<file path="src/rtl/surf_cout_autotrain.sv">
// surf_cout_autotrain: trains one SURF COUT link. It resets the ISERDES,
// sweeps the IDELAY taps while counting bit errors, keeps the widest clean
// eye, loads its centre, then bitslips until the training word is captured.
//
// state    | meaning
// ---------+--------------------------------------------------------------
// S_IDLE   | waiting for start_i
// S_SRST   | ISERDES reset held for 4 cycles, tap cleared
// S_LOAD   | cycle 0: tap presented; cycle 1: idelay_load_o strobe
// S_SETTLE | SETTLE_CYCLES wait after a load or a bitslip
// S_DWELL  | DWELL_CYCLES of bit error observation on the current tap
// S_EVAL   | fold the tap result into the run/best-eye tracking
// S_CENTER | latch the eye, check its width, pick the centre tap
// S_ALIGN  | compare the captured word against TRAIN_SEQUENCE
// S_SLIP   | bitslip_o strobe
// S_DONE   | training succeeded
// S_FAIL   | training failed or aborted (see fail_code_o)
module surf_cout_autotrain #(
    parameter logic [31:0] TRAIN_SEQUENCE = 32'hA55A6996,
    parameter int          TAP_MAX        = 31,
    parameter int          SETTLE_CYCLES  = 64,
    parameter int          DWELL_CYCLES   = 256,
    parameter int          MIN_EYE        = 4,
    parameter int          BITSLIP_MAX    = 31
) (
    input  logic        wb_clk_i,
    input  logic        wb_rst_i,
    input  logic        start_i,
    input  logic        abort_i,
    input  logic [31:0] cout_data_i,
    input  logic        cout_valid_i,
    input  logic        cout_biterr_i,
    output logic [5:0]  idelay_value_o,
    output logic        idelay_load_o,
    output logic        iserdes_rst_o,
    output logic        bitslip_o,
    output logic        busy_o,
    output logic        done_o,
    output logic        fail_o,
    output logic [1:0]  fail_code_o,
    output logic [5:0]  eye_start_o,
    output logic [6:0]  eye_width_o,
    output logic [4:0]  bitslip_count_o
);

    typedef enum logic [3:0] {
        S_IDLE, S_SRST, S_LOAD, S_SETTLE, S_DWELL, S_EVAL,
        S_CENTER, S_ALIGN, S_SLIP, S_DONE, S_FAIL
    } state_t;

    state_t      state_q, state_d;
    logic [15:0] cnt_q, cnt_d;
    logic [5:0]  tap_q, tap_d;
    logic        err_q, err_d;
    logic        align_q, align_d;
    logic [6:0]  run_len_q, run_len_d;
    logic [5:0]  run_start_q, run_start_d;
    logic [6:0]  best_len_q, best_len_d;
    logic [5:0]  best_start_q, best_start_d;
    logic [1:0]  fail_code_q, fail_code_d;
    logic [5:0]  eye_start_q, eye_start_d;
    logic [6:0]  eye_width_q, eye_width_d;
    logic [4:0]  slip_cnt_q, slip_cnt_d;

    logic [6:0]  run_len_n;
    logic [5:0]  run_start_n;
    logic [5:0]  centre_tap;
    logic        busy;

    // A clean tap extends the current run; the run starts at the first clean tap.
    assign run_len_n   = err_q ? 7'd0 : run_len_q + 7'd1;
    assign run_start_n = (!err_q && run_len_q == 7'd0) ? tap_q : run_start_q;
    assign centre_tap  = best_start_q + best_len_q[6:1];
    assign busy        = !(state_q == S_IDLE || state_q == S_DONE || state_q == S_FAIL);

    assign idelay_value_o  = tap_q;
    assign busy_o          = busy;
    assign done_o          = (state_q == S_DONE);
    assign fail_o          = (state_q == S_FAIL);
    assign fail_code_o     = fail_code_q;
    assign eye_start_o     = eye_start_q;
    assign eye_width_o     = eye_width_q;
    assign bitslip_count_o = slip_cnt_q;

    // Next-state, datapath updates and strobes; abort suppresses everything.
    always_comb begin
        state_d       = state_q;
        cnt_d         = cnt_q;
        tap_d         = tap_q;
        err_d         = err_q;
        align_d       = align_q;
        run_len_d     = run_len_q;
        run_start_d   = run_start_q;
        best_len_d    = best_len_q;
        best_start_d  = best_start_q;
        fail_code_d   = fail_code_q;
        eye_start_d   = eye_start_q;
        eye_width_d   = eye_width_q;
        slip_cnt_d    = slip_cnt_q;
        idelay_load_o = 1'b0;
        iserdes_rst_o = 1'b0;
        bitslip_o     = 1'b0;

        if (abort_i && busy) begin
            fail_code_d = 2'd3;
            cnt_d       = '0;
            state_d     = S_FAIL;
        end else begin
            case (state_q)
                S_IDLE, S_DONE, S_FAIL: begin
                    if (start_i) begin
                        fail_code_d  = '0;
                        eye_start_d  = '0;
                        eye_width_d  = '0;
                        slip_cnt_d   = '0;
                        run_len_d    = '0;
                        run_start_d  = '0;
                        best_len_d   = '0;
                        best_start_d = '0;
                        align_d      = 1'b0;
                        err_d        = 1'b0;
                        cnt_d        = '0;
                        state_d      = S_SRST;
                    end
                end
                S_SRST: begin
                    iserdes_rst_o = 1'b1;
                    tap_d         = '0;
                    if (cnt_q == 16'd3) begin
                        cnt_d   = '0;
                        state_d = S_LOAD;
                    end else begin
                        cnt_d = cnt_q + 16'd1;
                    end
                end
                S_LOAD: begin
                    // The tap is already on idelay_value_o for a full cycle before the strobe.
                    if (cnt_q == 16'd0) begin
                        cnt_d = 16'd1;
                    end else begin
                        idelay_load_o = 1'b1;
                        cnt_d         = '0;
                        err_d         = 1'b0;
                        state_d       = S_SETTLE;
                    end
                end
                S_SETTLE: begin
                    if (cnt_q == 16'(SETTLE_CYCLES - 1)) begin
                        cnt_d   = '0;
                        state_d = align_q ? S_ALIGN : S_DWELL;
                    end else begin
                        cnt_d = cnt_q + 16'd1;
                    end
                end
                S_DWELL: begin
                    if (cout_biterr_i) err_d = 1'b1;
                    if (cnt_q == 16'(DWELL_CYCLES - 1)) begin
                        cnt_d   = '0;
                        state_d = S_EVAL;
                    end else begin
                        cnt_d = cnt_q + 16'd1;
                    end
                end
                S_EVAL: begin
                    run_len_d   = run_len_n;
                    run_start_d = run_start_n;
                    if (run_len_n > best_len_q) begin
                        best_len_d   = run_len_n;
                        best_start_d = run_start_n;
                    end
                    if (tap_q < 6'(TAP_MAX)) begin
                        tap_d   = tap_q + 6'd1;
                        state_d = S_LOAD;
                    end else begin
                        state_d = S_CENTER;
                    end
                end
                S_CENTER: begin
                    eye_start_d = best_start_q;
                    eye_width_d = best_len_q;
                    if (best_len_q < 7'(MIN_EYE)) begin
                        fail_code_d = 2'd1;
                        state_d     = S_FAIL;
                    end else begin
                        tap_d   = centre_tap;
                        align_d = 1'b1;
                        state_d = S_LOAD;
                    end
                end
                S_ALIGN: begin
                    if (cout_valid_i) begin
                        if (cout_data_i == TRAIN_SEQUENCE) begin
                            state_d = S_DONE;
                        end else if (slip_cnt_q < 5'(BITSLIP_MAX)) begin
                            state_d = S_SLIP;
                        end else begin
                            fail_code_d = 2'd2;
                            state_d     = S_FAIL;
                        end
                    end
                end
                S_SLIP: begin
                    bitslip_o  = 1'b1;
                    slip_cnt_d = slip_cnt_q + 5'd1;
                    cnt_d      = '0;
                    state_d    = S_SETTLE;
                end
                default: state_d = S_IDLE;
            endcase
        end
    end

    // State and datapath registers with synchronous reset.
    always_ff @(posedge wb_clk_i) begin
        if (wb_rst_i) begin
            state_q      <= S_IDLE;
            cnt_q        <= '0;
            tap_q        <= '0;
            err_q        <= 1'b0;
            align_q      <= 1'b0;
            run_len_q    <= '0;
            run_start_q  <= '0;
            best_len_q   <= '0;
            best_start_q <= '0;
            fail_code_q  <= '0;
            eye_start_q  <= '0;
            eye_width_q  <= '0;
            slip_cnt_q   <= '0;
        end else begin
            state_q      <= state_d;
            cnt_q        <= cnt_d;
            tap_q        <= tap_d;
            err_q        <= err_d;
            align_q      <= align_d;
            run_len_q    <= run_len_d;
            run_start_q  <= run_start_d;
            best_len_q   <= best_len_d;
            best_start_q <= best_start_d;
            fail_code_q  <= fail_code_d;
            eye_start_q  <= eye_start_d;
            eye_width_q  <= eye_width_d;
            slip_cnt_q   <= slip_cnt_d;
        end
    end

endmodule
</file>
<file path="config.mk">
export PLATFORM = sky130hd
export DESIGN_NAME = surf_cout_autotrain
export DESIGN_NICKNAME = d
export VERILOG_FILES = /design/src/rtl/surf_cout_autotrain.sv
export SDC_FILE = /design/constraint.sdc
export NUM_CORES = 1
export LEC_CHECK = 0
export BUFFER_PORTS_ARGS = -buffer_cell sky130_fd_sc_hd__buf_2
export CAP_MARGIN = 30
export CORE_MARGIN = 2
export CORE_UTILIZATION = 23
export CTS_CLUSTER_DIAMETER = 30
export CTS_CLUSTER_SIZE = 30
export DETAILED_ROUTE_END_ITERATION = 7
export SETUP_SLACK_MARGIN = 0.15
export SLEW_MARGIN = 30
export SYNTH_ARGS = -nofsm -noshare
export SYNTH_HDL_FRONTEND = slang
export SYNTH_SLANG_ARGS = --single-unit
</file>
<file path="constraint.sdc">
create_clock -name wb_clk_i -period 2.24 [get_ports wb_clk_i]
set_input_delay 0.336 -clock wb_clk_i [delete_from_list [all_inputs] [get_ports wb_clk_i]]
set_output_delay 0.336 -clock wb_clk_i [all_outputs]
set_load 0.02 [all_outputs]
</file>
==> impl_metrics.toml <==
[yosys]
ys_ff_latch = 74
ys_warn_count = 0
synth_area_mm2 = 0.004367
postSynthNetCount = 603
synthCells = 546
yosysSeqAreaShare = 0.3393
synth_ff_type = "dfxtp_1"
syn_area_per_cell_um2 = 7.998
async_reset_ff_frac = 0
synthDistinctLibCells = 70
synth_edf_count = 0

[place]
io_buffers = 69
gp_congestion = 0.8378
dp_slack_ns = -0.1319
dp_hpwl_mm = 9.675
place_inst = 892

[detailed_routing]
ant_nets = 0
drt-pass1-iter-count = 4
drc = 0
post_drt_wl_per_cell_um = 14.43
routed_wl_mm = 13.24
via_per_inst = 4.797
vias = 4399
drt_iter0_drc = 239

[power]
ir_worst_vdd_uv = 449.3
powerDensity_mw_per_mm2 = 892.4
power.static_leakage_nw = 2.494

[cells_and_area]
layout_commonest_cell = "buf_4"
area_delta_synth_final_pct = 42.95
finalNonFillerCells = 917
fillers = 1949
drive_above_1_share = 0.3455
final_nets = 737
n_antenna_cell = 0
final_cell_mix = "buf_4 (73), dfxtp_1 (68), buf_2 (67)"

[timing]
clock_skew_ns = 0.007342
fin_crit_sh = 1.079
fin_crit_ns = 2.416
fmax_mhz = 413.8
fin_tns_setup_ns = -1.955
final-setup-viol-count = 13
tightestPinTransition_ns = 0.6405
rsz0062_at_grt = "true"
final_max_slew_viol_count = 0
slew_headroom = 0.5730
final_hold_viol_count = 0
setup_ws_ns = -0.1764

[setup_path]
critPathRequiredTime_ns = 2.44
crit_fanout = 8
crit_path_start_kind = "flip-flop"
arrival_ns = 2.62
crit_type = "flip-flop to flip-flop"
cp-end-kind = "flip-flop"

[floorplan]
std_cell_rows = 50
die_h_um = 141.8
start_util = 0.2342
die-area_mm2 = 0.02010
coreArea_mm2 = 0.01864
die_x_um = 141.8
io_pins = 70

[grt]
grt_pass1_wl_mm = 21.66
grt_max_degree = 58
grt_pass1_vias = 4341
antenna_found_initial = 0
grt_usage = 0.1341
grt_overflow = 0

[clock_tree]
numCtsBuffers = 9
cts-root-buf = "clkbuf_16"
clock_sinks = 74
clk_pin_slew_ns = 0.06
clk_latency_ns = 0.34
cts_tree = "built"
hold_buffers = 0
htreeDepth = 3
cts.path.max_buffers = 2

[outcome]
status = "finished, violations left"
violations = "setup timing"

[run]
cap_violations = 0

[hold_path]
worstHoldPathType = "input pin to flip-flop"
==> kinds of logic (layout without fill, tap and decap cells) <==
group / Yosys count / in the layout / synth area share
compound gates: 116 / 116 / 0.1834
xor+xnor: 24 / 24 / 0.04986
fa+ha+maj: 19 / 19 / 0.05616
buf+inv: 51 / 188 / 0.05243
flops: 74 / 74 / 0.3393
mux: 12 / 12 / 0.02751
simple gates: 250 / 250 / 0.2914
==> per-layer routing <==
layer  up-vias  wire length [µm]  share of wire  GRT usage
met5         -                 0              0          0
met4         0               220          0.017    0.05053
met3        17               523          0.040    0.01856
met2        88              6411           0.48     0.2287
met1      2069              6081           0.46     0.1722
li1       2225                 -              -          -
==> power by group <==
part           internal, mW  switching (mW)  leakage (nW)
registers              1.40           0.114         0.601
logic                  1.23            1.30          1.75
clock network         0.962           0.569         0.147
==> path summary, 6_finish.rpt <==
check	from	depth (start not counted)	slack, ns	endpoint
worst min register to register	run_start_q[3]$_SDFFE_PP0P_	2	0.45	run_start_q[3]$_SDFFE_PP0P_
worst max-delay path	run_len_q[1]$_SDFFE_PP0P_	13	-0.18	best_len_q[6]$_SDFFE_PP0P_
worst max register to register	run_len_q[1]$_SDFFE_PP0P_	13	-0.18	best_len_q[6]$_SDFFE_PP0P_
worst min-delay path	wb_rst_i	3	0.41	cnt_q[14]$_SDFFE_PP0P_
==> final cells by class <==
cell class | instances | area, µm² | area share
multi-input combinational | 421 | 3024 | 0.4845
sequential | 74 | 1496 | 0.2397
timing repair buffer | 150 | 1032 | 0.1654
tap | 234 | 292.8 | 0.04690
clock buffer | 9 | 225.2 | 0.03608
inverter | 24 | 90.09 | 0.01443
clock inverter | 5 | 81.33 | 0.01303
==> metrics by stage <==
step	power, mW	area [µm²]	utilization	hold WS [ns]
2_1_floorplan	2.723	4423	-	0.4321
3_3_place_gp	3.465	5460	0.2929	0.4412
3_5_place_dp	3.472	5460	0.2929	0.4472
4_1_cts	5.294	5982	0.3209	0.3813
5_1_grt	5.833	6242	0.3348	0.4333
6_report	5.570	6242	0.3348	0.4080
==> synth_stat cells, types with 7 or more instances <==
library cell | n | share of area
and3_1 | 7 | 0.010
nand4_1 | 12 | 0.017
ha_1 | 18 | 0.052
dfxtp_1 | 74 | 0.34
a21oi_1 | 52 | 0.060
nand2b_1 | 13 | 0.019
nand3_1 | 39 | 0.045
xor2_1 | 16 | 0.032
clkbuf_1 | 13 | 0.011
nor2_1 | 61 | 0.052
nand2_1 | 63 | 0.054
mux2i_1 | 12 | 0.028
nor3_1 | 13 | 0.015
xnor2_1 | 7 | 0.014
inv_1 | 23 | 0.020
nor4bb_1 | 8 | 0.018
buf_2 | 9 | 0.010
o21ai_0 | 8 | 0.0092
==> flip-flops by register name (all words and copies together), names as in the netlist <==
signal	cells
cnt_q	16
best_len_q	7
eye_width_o	7
run_len_q	7
best_start_q	6
eye_start_o	6
idelay_value_o	6
run_start_q	6
bitslip_count_o	5
state_q	4
fail_code_o	2
align_q	1
err_q	1
==> critical path, stage by stage, from the launching register on <==
cell      delay (ns)
dfxtp_2         0.36
ha_4            0.15
nand3_4         0.07
nor2_4          0.08
xnor2_1         0.11
nor2_1          0.08
ha_1            0.37
nand4_1         0.15
o21bai_4        0.21
a21oi_4         0.25
buf_6           0.15
buf_16          0.12
nand2b_4        0.12
a21oi_2         0.05
==> timing repair <==
action | CTS | global route
cloned | 1 | 1
setup buffers | 4 | 5
gates resized for setup | 37 | 38
setup endpoints to repair | 52 | 54
pin swaps | 16 | 22
No activity file was read; power rests on OpenSTA's default activity.
